==> src/rtl/perf_sample_ctrl.sv <==
// perf_sample_ctrl: periodic scanner that snapshots hpm counters 3..8 into a sample FIFO,
// sharing the counter-block port with the CSR file, which always wins.
package riscv;
   localparam int XLEN = 64;
   typedef logic [XLEN-1:0] xlen_t;
   localparam logic [11:0] CSR_MHPM_EVENT_3   = 12'h323;
   localparam logic [11:0] CSR_MHPM_COUNTER_3 = 12'hB03;
endpackage

module perf_sample_ctrl #(
   parameter int FifoDepth = 4,
   parameter int SeqWidth  = 8
) (
   input  logic                clk_i,
   input  logic                rst_ni,
   input  logic                enable_i,
   input  logic [15:0]         interval_i,
   input  logic [5:0]          mask_i,
   input  logic                csr_req_i,
   input  logic [11:0]         csr_addr_i,
   input  logic                csr_we_i,
   input  riscv::xlen_t        csr_wdata_i,
   output riscv::xlen_t        csr_rdata_o,
   output logic [11:0]         pc_addr_o,
   output logic                pc_we_o,
   output riscv::xlen_t        pc_wdata_o,
   input  riscv::xlen_t        pc_rdata_i,
   output logic                smp_valid_o,
   input  logic                smp_ready_i,
   output logic [2:0]          smp_idx_o,
   output logic [SeqWidth-1:0] smp_seq_o,
   output riscv::xlen_t        smp_data_o,
   output logic                busy_o,
   output logic                overrun_o,
   input  logic                overrun_clr_i
);
   localparam int PW = $clog2(FifoDepth);
   localparam int EW = 3 + SeqWidth + riscv::XLEN;
   localparam logic [PW:0] Full = (PW+1)'(FifoDepth);

   typedef enum logic {IDLE, SCAN} state_e;

   state_e              state_q, state_d;
   logic [2:0]          idx_q, idx_d;
   logic [SeqWidth-1:0] seq_q, seq_d;
   logic [15:0]         tmr_q, tmr_d, tmr, tmr_dec;
   logic                init_q, ovr_q, ovr_d;
   logic [7:0]          m;
   logic                rd, adv, last, full, empty, pop;
   logic [EW-1:0]       mem [FifoDepth];
   logic [PW-1:0]       wptr, rptr;
   logic [PW:0]         cnt;

   // the timer reads interval_i until the first clock after reset release
   assign tmr     = init_q ? interval_i : tmr_q;
   assign tmr_dec = (tmr == '0) ? '0 : tmr - 16'd1;
   assign m       = {2'b00, mask_i};
   assign full    = cnt == Full;
   assign empty   = cnt == '0;
   assign pop     = !empty && smp_ready_i;
   assign rd      = state_q == SCAN && enable_i && m[idx_q] && !csr_req_i && !full;
   assign adv     = state_q == SCAN && enable_i && (!m[idx_q] || rd);
   assign last    = adv && idx_q == 3'd5;

   assign csr_rdata_o = csr_req_i ? pc_rdata_i : '0;
   assign pc_we_o     = csr_req_i && csr_we_i;
   assign pc_wdata_o  = csr_req_i ? csr_wdata_i : '0;
   assign pc_addr_o   = csr_req_i ? csr_addr_i : rd ? riscv::CSR_MHPM_COUNTER_3 + {9'd0, idx_q} : '0;
   assign busy_o      = state_q == SCAN;
   assign overrun_o   = ovr_q;
   assign smp_valid_o = !empty;
   assign {smp_idx_o, smp_seq_o, smp_data_o} = mem[rptr];

   always_comb begin
      state_d = state_q;
      idx_d   = idx_q;
      seq_d   = seq_q;
      tmr_d   = tmr_dec;
      ovr_d   = ovr_q && !overrun_clr_i;
      if (!enable_i) begin
         state_d = IDLE;
         tmr_d   = interval_i;
      end else if (state_q == IDLE) begin
         if (tmr == '0) begin
            state_d = SCAN;
            idx_d   = '0;
            tmr_d   = interval_i;
         end
      end else begin
         // the next period elapses before this scan finishes
         if (tmr <= 16'd1) ovr_d = 1'b1;
         if (last) begin
            state_d = IDLE;
            idx_d   = '0;
            seq_d   = seq_q + SeqWidth'(1);
            tmr_d   = interval_i;
         end else if (adv) begin
            idx_d = idx_q + 3'd1;
         end
      end
   end

   always_ff @(posedge clk_i or negedge rst_ni) begin
      if (!rst_ni) begin
         state_q <= IDLE;
         idx_q   <= '0;
         seq_q   <= '0;
         tmr_q   <= '0;
         init_q  <= 1'b1;
         ovr_q   <= 1'b0;
      end else begin
         state_q <= state_d;
         idx_q   <= idx_d;
         seq_q   <= seq_d;
         tmr_q   <= tmr_d;
         init_q  <= 1'b0;
         ovr_q   <= ovr_d;
      end
   end

   always_ff @(posedge clk_i or negedge rst_ni) begin
      if (!rst_ni) begin
         wptr <= '0;
         rptr <= '0;
         cnt  <= '0;
      end else begin
         if (rd) wptr <= wptr + PW'(1);
         if (pop) rptr <= rptr + PW'(1);
         cnt <= cnt + (PW+1)'(rd) - (PW+1)'(pop);
      end
   end

   always_ff @(posedge clk_i) begin
      if (rd) mem[wptr] <= {idx_q, seq_q, pc_rdata_i};
   end
endmodule

==> config.mk <==
export PLATFORM = sky130hd
export DESIGN_NAME = perf_sample_ctrl
export DESIGN_NICKNAME = d
export VERILOG_FILES = /design/src/rtl/perf_sample_ctrl.sv
export SDC_FILE = /design/constraint.sdc
export NUM_CORES = 1
export LEC_CHECK = 0
export CORE_MARGIN = 1
export CORE_UTILIZATION = 44
export DETAILED_ROUTE_END_ITERATION = 12
export PLACE_DENSITY = 0.81
export SETUP_SLACK_MARGIN = 0.02
export SYNTH_ARGS = -nofsm -noshare
export SYNTH_HDL_FRONTEND = slang
export SYNTH_SLANG_ARGS = --single-unit
==> constraint.sdc <==
create_clock -name clk_i -period 7 [get_ports clk_i]
set_input_delay 1.4 -clock clk_i [delete_from_list [all_inputs] [get_ports clk_i]]
set_output_delay 1.4 -clock clk_i [all_outputs]
set_load 0.005 [all_outputs]
* Yosys cells after proc, flatten, opt, wreduce, memory -nomap -nowiden *
Memories as Yosys holds them, arrays and structs flattened.
Index checks and enable logic that the tools add are counted.

word-level totals
  register bits after elaboration = 37
  memory bits (writable) = 300
  output and inout port bits = 219
  memories kept = 1

memory list
  memory  depth  bits a word  read ports  clocked after memory_dff  write ports  line  text
  mem     4      75           1           0                         1            50    logic [EW-1:0] mem [FifoDepth];

operators by class
  add/subtract/negate cells = 8
  order comparisons = 2
  equality and inequality tests = 3
  multiplexer cells = 25
  reduce and logical (&&, ||, !) cells = 20

operators by type and width
  kind                   number
  $mux 64                2
  $mux 16                6
  $mux 12                2
  $le 16x1->1 const B    1
  $logic_not 16->1       1
  $sub 16x1->16 const B  1
  $add 12x3->12 const A  1
  $mux 3                 4
  $mux 1                 10
  $logic_and 1x1->1      9
  $add 8x1->8 const B    1
  $eq 3x3->1 const B     2
  $reduce_and 3->1       2
  $logic_not 1->1        5
  $add 2x1->2 const B    2
  $lt 3x4->1 const B     1
  $add 3x1->3            1
  $add 3x1->3 const B    1
  $bmux 1 s3             1
  $logic_not 3->1        1
  $ne 3x1->1 const B     1
  $sub 3x1->3            1
  $reduce_bool 2->1      1
  $logic_or 1x1->1       1

* Longest topological paths before layout *
  depth in word-level cells = 11
  depth in mapped cells = 10
  gate-level depth less buffers = 8

* Least setup slack after synthesis *
No wires, ideal clock.

  path kind = input to register
  start point = input port enable_i
  end point = memory mem[0][0] (netlist name), enable pin
  library setup time = 0.442 ns
  arrival time = 3.715 ns
  required time = 6.558 ns
  setup slack = 2.844 ns
  stages = 3
  path buffers = 0
  path through = nand2_1 > a211oi_2 > and3_1

between the ends
  word-level cells in the longest chain between the ends = 6

ends and longest elaborated chain
  item                            line  text
  start, declared                 16    input logic enable_i,
  $logic_and 1x1->1 (4 in a row)  61    assign rd = state_q == SCAN && enable_i && m[idx_q] && !csr_req_i && !full;
  $mux 1                          134   if (rd) mem[wptr] <= {idx_q, seq_q, pc_rdata_i};
  $mux 1 (implied by the code)    134
  end, declared                   50

Every way passes these cells.

* Worst setup path in the final report *
  start point = input port enable_i
  end point = output port pc_addr_o[1]

between the ends
  word-level cells in the longest chain between the ends = 6

ends and longest elaborated chain
  item                            line  text
  $logic_and 1x1->1 (4 in a row)  61
  $mux 12 (2 in a row)            68    assign pc_addr_o = csr_req_i ? csr_addr_i : rd ? riscv::CSR_MHPM_COUNTER_3 + {9'd0, idx_q} : '0;
  end, declared                   24    output logic [11:0] pc_addr_o,

Every way passes these cells.

==> reports/qor.txt <==
Crit Path Max Fanout - 9
static leakage - 0.00665 uW
Port-buffer cells - 387
CTS root buf - clkbuf_16
pin count of the biggest net entering global routing - 101
# fillers - 2,326
Die W - 182 um
Power Density - 278 mW/mm2
Post-synth EDFFs - 300
Detailed Route WL - 32.9 mm
Tmin final - 5080 ps
Worst Clk Skew - 12.3 ps
I/O pin count - 388
vias in the first global route - 8,906
ANT cells - 0
area share of the largest cell type after synthesis - 63.1%
Worst-Margin Slew - 1090 ps
total CTS buffers - 35
hold buffers post-CTS - 0
worst skew pair latency - 510 ps
Final period util - 72.6%
GRT overflow - 0
initial antenna violation count - 0
setup TNS - 0 ps
Fin. Hold Viols - 0
fmax - 0.197 GHz
Setup-failing EPs final - 0
via count - 8,463
Initial Utilization - 45.0%
GRT Total Usage - 19.9%
Avg Cell Area, Syn - 18.0 um2
Routed wire per std cell - 20.4 um
initial drt markers - 482
Crit. End Element - primary output
DRT Pass-1 Iters - 4
drt drc - 0
max cap viols - 0
RSZ-0062 raised after global routing - false
final RePlAce weighted congestion - 0.828
first-pass GRT wire length - 50.3 mm
max-slew violations - 0
ANT nets after route - 0
most frequent cells in the layout - clkdlybuf4s50_1, edfxtp_1, and2_1
Worst Hold Class - flip-flop to flip-flop
Yosys warning count - 0
ys async rst share - 11.0%
worst path arrival time - 3680 ps
Synth area leader - edfxtp_1
CTS Buffer Depth - 3
clock-pin transition on the worst setup and hold timing paths - 60 ps
gate count after technology mapping - 794
critical path class - primary input to primary output
core area - 0.0317 mm2
Yosys cell types - 59
worst hold slack - 540 ps
post_cts resized - 0
layout cells sized above 1 - 13.6%
Post-Synthesis Cell Area - 0.0143 mm2
peak supply drop - 0.187 mV
startpoint types - primary input
post-DP HPWL - 22.2 mm
CTS tree - done
sequential cell area fraction in the yosys report - 69.6%
most common cell after layout, fill and taps aside - clkdlybuf4s50_1
Die ar. - 0.0332 mm2
Post-CTS Setup Inserts - 0
num rows - 65
Yosys reg bits - 337
htree depth - 2
Die Y - 182 um
run status - completed
Synth-to-Final Area Change - 37.1%
Nets - 1,370
Worst Path Required - 5600 ps
Most used DFF post-synth - edfxtp_1
Max-Slew Margin vs Limit - 26.6%
dominant cells by area after synthesis - edfxtp_1, mux4_2, dfrtp_1, and2_1, ha_1
net count of the mapped netlist - 977
Vias/cell - 5.25
# clock sinks - 337
-- power breakdown --
part	internal [uW]	switching [uW]	leakage [uW]
sequential	2210	138	0.00309
clock	944	715	0.000510
combinational	942	485	0.00305
-- synthesized netlist by cell type (3+ instances only) --
cell type  number
ha_1           13
nor3_1          8
clkbuf_1       22
xnor2_1        16
o21ai_0         9
and3_1          6
nor4_1          3
or3_1           4
mux2_2          4
a22o_1         13
buf_2           9
xor2_1          9
a21oi_1         3
mux2i_1        11
nor2_1         14
a32o_1          3
edfxtp_1      300
mux4_2         76
inv_1          17
o31ai_1         3
nand2_1        17
buf_6           4
nand3_1         7
dfrtp_1        36
buf_1           5
nand4_1         5
nor3_2          3
and2_1        135
-- final cells by class --
| type | instances | area [um2] | area share, % |
|---|---|---|---|
| Sequential cell | 337 | 9940 | 50.8 |
| Multi-Input combinational cell | 399 | 4080 | 20.9 |
| Timing Repair Buffer | 397 | 3940 | 20.1 |
| Tap cell | 402 | 503 | 2.57 |
| Clock inverter | 18 | 100 | 0.512 |
| Clock buffer | 43 | 927 | 4.74 |
| Inverter | 17 | 63.8 | 0.326 |
-- registers in the layout (all words and copies together), names as in the netlist, 2 cells and up --
signal	count
cnt	3
idx_q	3
rptr	2
wptr	2
tmr_q	16
seq_q	8
mem	300
-- worst paths after layout --
| path | start | end | slack, ps | depth (start not counted) |
|---|---|---|---|---|
| setup / recovery | enable_i | pc_addr_o[1] | 1920 | 6 |
| hold / removal | seq_q[7] | seq_q[7] | 540 | 1 |
| setup reg to reg | init_q | tmr_q[5] | 4040 | 6 |
| hold reg to reg | seq_q[7] | seq_q[7] | 540 | 1 |
| max in group asynchronous | rst_ni | rptr[0] | 5360 | 1 |
| min in group asynchronous | rst_ni | tmr_q[12] | 1000 | 1 |
-- stage by stage --
step	power, uW	area [um2]	setup WS (ps)	instances	utilization (%)
floorplan	3030	14300	2840	794	-
global placement	3840	18500	2040	1552	58.4
detailed placement	3850	18500	1910	1552	58.4
CTS	5520	19600	1920	1613	61.7
global route	5670	19600	1710	1613	61.7
finish	5440	19600	1920	1613	61.7
-- cells by family after synthesis --
family          after synthesis  synth area share (%)
flops                       337                  69.6
simple gates                219                  9.70
mux                          91                  13.1
buf+inv                      58                  1.89
compound gates               49                  2.85
xor+xnor                     25                  1.53
fa+ha+maj                    14                  1.28
other cells                   1                0.0263
-- critical path: stages --
cell and delay (ps):
clkdlybuf4s50_1 500, nand2_1 140, a211oi_2 470, nand2_1 370, o21ai_0 260, clkdlybuf4s50_1 530
-- metal layers --
layer	vias up	global-route usage (%)	routed length, um
li1	3875	-	-
met1	4203	24.0	12700
met2	347	36.4	17400
met3	38	4.15	2180
met4	0	5.08	617
met5	-	0	0
Note: power is estimated with default switching activity, not from simulation.
